[config.mk]
export PLATFORM = sky130hd
export DESIGN_NAME = nbit_register_file
export DESIGN_NICKNAME = d
export VERILOG_FILES = /design/src/rtl/nbit_register_file.sv
export SDC_FILE = /design/constraint.sdc
export NUM_CORES = 2
export LEC_CHECK = 0
export CELL_PAD_IN_SITES_DETAIL_PLACEMENT = 1
export CELL_PAD_IN_SITES_GLOBAL_PLACEMENT = 2
export CORE_MARGIN = 10
export CORE_UTILIZATION = 43
export CTS_BUF_LIST = sky130_fd_sc_hd__clkbuf_4 sky130_fd_sc_hd__clkbuf_8 sky130_fd_sc_hd__clkbuf_16
export CTS_CLUSTER_DIAMETER = 80
export CTS_CLUSTER_SIZE = 20
export DETAILED_ROUTE_END_ITERATION = 16
export PLACE_DENSITY = 0.74
export SETUP_SLACK_MARGIN = 0.4
export SYNTH_ARGS = -nofsm -noshare
export SYNTH_HDL_FRONTEND = slang
export SYNTH_SLANG_ARGS = --single-unit
[constraint.sdc]
create_clock -name clk -period 4.9 [get_ports clk]
set_clock_uncertainty 0.05 [all_clocks]
set_input_delay 1.47 -clock clk [delete_from_list [all_inputs] [get_ports clk]]
set_output_delay 1.47 -clock clk [all_outputs]
set_load 0.01 [all_outputs]
[src/rtl/nbit_register_file.sv]
// Two-read, one-write register file with a hardwired-zero register 0.
// Optional same-cycle write-to-read forwarding is enabled by defining REGFILE_BYPASS_EN.
module nbit_register_file #(
    parameter int data_width   = 32,
    parameter int select_width = 5
) (
    input  logic                    clk,
    input  logic                    rst_n,
    input  logic                    RegWrite,
    input  logic [select_width-1:0] write_address,
    input  logic [data_width-1:0]   write_data,
    input  logic [select_width-1:0] read_sel_1,
    input  logic [select_width-1:0] read_sel_2,
    output logic [data_width-1:0]   read_data_1,
    output logic [data_width-1:0]   read_data_2
);

    localparam int reg_count = 2 ** select_width;

    logic [data_width-1:0] regs [reg_count];
    logic                  write_ok;

    // Writes to register 0 are dropped here, so it stays at its reset value of zero.
    assign write_ok = RegWrite && (write_address != '0);

    always_ff @(posedge clk) begin
        if (!rst_n) begin
            for (int i = 0; i < reg_count; i++) begin
                regs[i] <= '0;
            end
        end else if (write_ok) begin
            regs[write_address] <= write_data;
        end
    end

`ifdef REGFILE_BYPASS_EN
    logic fwd_1;
    logic fwd_2;

    assign fwd_1 = write_ok && (read_sel_1 == write_address);
    assign fwd_2 = write_ok && (read_sel_2 == write_address);
`endif

    // Holding reset forces both ports to zero regardless of what the array holds.
    always_comb begin
        read_data_1 = '0;
        if (rst_n && (read_sel_1 != '0)) begin
`ifdef REGFILE_BYPASS_EN
            read_data_1 = fwd_1 ? write_data : regs[read_sel_1];
`else
            read_data_1 = regs[read_sel_1];
`endif
        end
    end

    always_comb begin
        read_data_2 = '0;
        if (rst_n && (read_sel_2 != '0)) begin
`ifdef REGFILE_BYPASS_EN
            read_data_2 = fwd_2 ? write_data : regs[read_sel_2];
`else
            read_data_2 = regs[read_sel_2];
`endif
        end
    end

endmodule

Word-level counts from Yosys, hierarchy flattened
Memory sizes are Yosys's and may differ from the RTL's.
Cells that the tools add are included.

cells by class
  multiplexer cells = 9
  reductions and logical operators = 7

operators with widths
  kind                 count
  32-bit two-way mux   3
  32-bit OR reduction  1
  5-bit nonzero test   3
  1-bit two-way mux    5
  5-bit two-way mux    1
  1-bit logical AND    3

storage, ports and cells
  register bits after elaboration = 0
  memory bits (writable) = 1024
  input port bits = 50
  output and inout bits = 64
  word-level logic and storage cells = 17
  memories kept = 1

memory list
  name  words  bits a word  rd ports  clocked after Yosys merged registers in  write ports  RTL line  RTL
  regs  32     32           2         0                                        32           20        logic [data_width-1:0] regs [reg_count];

Logic depth before layout (Yosys ltp)
  word-level depth = 7
  mapped depth = 9
  depth with buffers taken out = 4

Worst setup path after synthesis
Ideal clock, no wire load.

  path type = input to register
  start point = input port write_address[1]
  end point = memory regs[24][0], enable pin
  library setup time = 0.466 ns
  arrival = 4.410 ns
  path slack = -0.026 ns
  cell stages on the path = 3
  path buffers = 1
  cells stage by stage = or3_1 > clkbuf_1 > o21ai_0

RTL lines
  what         RTL line  RTL
  from (decl)  10        input logic [select_width-1:0] write_address,
  to (decl)    20

Worst setup path in the final report
  start point = input port read_sel_1[0]
  end point = output port read_data_1[10]

on the way
  word-level cells in the longest chain between the ends = 3
  elaborated cells on any way between the ends = 4

ends and longest elaborated chain
  what                                                             RTL line  RTL
  from (decl)                                                      12        input logic [select_width-1:0] read_sel_1,
  branches (longest 2 deep; another with memory read 32 x 32 bit)  n/a
  32-bit two-way mux *                                             47        if (rst_n && (read_sel_1 != '0)) begin
  to (decl)                                                        14        output logic [data_width-1:0] read_data_1,

Mark *: on every way between the ends.

==> out/qor.csv <==
stage,metric,value,unit
worst_setup_path,WP data required,3.38,ns
power,Final Power,19.71,mW
finish,most frequent cells in the layout,"edfxtp_1, and2_1, mux4_2",
finish,layout cells sized above 1,0.4108,
worst_hold_path,Hold Path Stages,3,
clock_tree,H-tree levels,2,
floorplanning,num ports,114,
yosys,Yosys warning count,0,
placed_design,I/O Buffers,113,
clock_tree,CTS tree,done,
yosys,Post-synth ARST share,0,
finish,biggest regs,regs x1024,
timing,Hold Fails Final Rpt,0,
outcome,status,"finished, violations left",
worst_setup_path,crit path max fanout,5,
power,combinational power share,0.194,
global_routing,GRT overflow,0,
yosys,Post-synth EDFFs,1024,
timing,max-slew violations,0,
floorplanning,Die W,375.2,um
global_routing,vias in the first global route,38680,
floorplanning,die height,375.2,um
power,Pwr Density,286.6,mW/mm^2
routing,DRC violations left,0,
timing,RSZ-0062 raised after global routing,true,
routing,wire per inst,37.51,um
timing,Hold WS,1.493,ns
floorplanning,Site Rows,130,
worst_setup_path,Worst path max stage delay,0.42,ns
routing,Final ANT Viol Nets,0,
yosys,Synth Register Bits,1024,
worst_hold_path,Hold Path Class,primary input to register,
placed_design,RePlAce Congestion,0.8899,
worst_setup_path,endpoint class of the critical path,output pin,
floorplanning,core region area,0.1254,mm^2
finish,Biggest register,regs,
yosys,Cells after Synth,3490,
global_routing,first-pass GRT wire length,299100,um
finish,fill count,11290,
clock_tree,CTS Buf Count,60,
routing,Vias,37060,
worst_setup_path,CP arrival,3.55,ns
worst_setup_path,Critical Path Slowest Stage Cell,mux4_2,
global_routing,Total GRT Usage,0.2957,
clock_tree,# clock sinks,1024,
floorplanning,Initial Utilization,0.4325,
yosys,post-synthesis cell type count,40,
clock_tree,Post-CTS Hold Buffers,0,
global_routing,initial antenna violation count,10,
flow_run,max_cap viols,0,
clock_tree,Max Root-Sink Buffers,3,
timing,crit path time final,5.069,ns
worst_setup_path,Crit Path Class,primary input to output pin,
clock_tree,CTS clock-pin slew for the worst setup and hold paths,0.09,ns
power,share of power burned in registers,0.528,
timing,slew margin rel.,0.08721,
routing,drt first-iter violations,4791,
placed_design,HPWL Detailed,137200,um
timing,setup slack after layout,-0.1685,ns
yosys,sequential area share after synthesis,0.5669,
floorplanning,full die area,0.1408,mm^2
timing,period utilisation layout,1.034,
finish,"most common cell after layout, fill and taps aside",edfxtp_1,
power,cell internal pwr,14.37,mW
worst_setup_path,crit start category,primary input,
power,Clk pwr share,0.279,
finish,synthesis-to-finish area growth,26.78,%
timing,final setup vio count,40,
power,Worst VDD drop,0.0003129,V
timing,Slew @ Worst Pin,1.365,ns
finish,fin nets,4029,
routing,WL final,212100,um
power,Net Sw Frac,0.2708,
finish,fin util,0.5483,
finish,max reg flops,1024,
outcome,failing checks,negative setup slack,
power,P_sw,5.336,mW
yosys,Main synth FF type,edfxtp_1,
yosys,synthesized cell area,0.05424,mm^2
routing,Via density,6.553,
clock_tree,clock root buffer,clkbuf_16,
timing,f_max,197.3,MHz
yosys,Synth Area per Inst,15.54,um^2
power,leak pwr,24.17,nW
global_routing,largest net degree at the start of global routing,33,
worst_setup_path,"Critical Path, Cell by Cell",buf_16 -> buf_12 -> buf_6 -> buf_12 -> buf_6 -> buf_12 -> buf_6 -> mux4_2 -> a22o_4 -> a211oi_4 -> nor3_2 -> buf_2,
timing,final setup TNS,-3.241,ns
routing,DRT Pass-1 Iters,5,
cell usage after synthesis, drive strengths merged (8+ instances only):
cell type	instances	area (um^2)
o22a	32	280.3
nor2b	9	56.30
a22o	50	437.9
edfxtp	1024	30750
and2	994	6218
clkbuf	276	1036
o221ai	57	499.2
buf	110	633.1
mux2i	245	2452
o21ai	32	160.2
a211oi	29	217.7
mux4	458	10310
nor2	35	131.4
o22ai	25	156.4
a2111oi	29	336.6
nor3	26	130.1
mux2	8	90.09
kinds of logic after synthesis:
group,Yosys count,synth area share
compound gates,274,0.04122
mux,711,0.2370
simple gates,1093,0.1240
buf+inv,387,0.03084
other cells,1,0.00006913
flops,1024,0.5669
critical path: cells and delay by family:
kind / cells / cell delay [ns]
AOI/OAI and AO/OA: 2 / 0.57
and+or+nand+nor: 1 / 0.09
muxes: 1 / 0.42
buffers and inverters: 8 / 0.97
worst paths after layout:
kind,start,to,slack (ns)
min,rst_n,regs[0][13]$_SDFFCE_PN0P_,1.49
max,read_sel_1[0],read_data_1[10],-0.17
metrics by stage:
stage	worst slack [ns]	cell area [um^2]	std cells
6_report	-0.1685	68770	5655
5_1_grt	-0.1933	68760	5652
4_1_cts	-0.1774	67740	5617
3_5_place_dp	-1.068	60810	5332
3_3_place_gp	-1.142	60810	5332
2_1_floorplan	-0.02576	54360	3521
what timing repair did:
item / 4_1_cts / 5_1_grt
setup endpoints to repair: 64 / 64
cloned: 29 / 2
gates resized for setup: 827 / 124
buffers inserted: 173 / 31
pin swaps: 137 / 68
routing by layer:
metal | global-route usage | vias up | routed length [um]
li1 | - | 14490 | -
met1 | 0.4015 | 20000 | 83230
met2 | 0.4732 | 2166 | 100800
met3 | 0.06166 | 401 | 20610
met4 | 0.09885 | 2 | 7434
met5 | 0 | - | 9
area by class of cell:
class | instances | area [um^2] | area share
sequential | 1024 | 30750 | 0.4472
inverter | 1 | 3.754 | 0.00005458
clock inverter | 17 | 172.7 | 0.002511
multi-input combinational | 2110 | 25060 | 0.3645
tap | 1650 | 2064 | 0.03002
clock buffer | 66 | 1564 | 0.02274
timing repair buffer | 782 | 9138 | 0.1329
antenna | 5 | 12.51 | 0.0001819
power groups by stage:
stage,logic [mW],registers (mW),clock network (mW)
after floorplan,1.55,10.5,0
after global placement,2.91,10.5,0
after detailed placement,2.95,10.6,0
after CTS,3.62,10.4,5.52
after global routing,3.93,10.4,5.82
final,3.82,10.4,5.49
(Power assumes the default switching activity.)
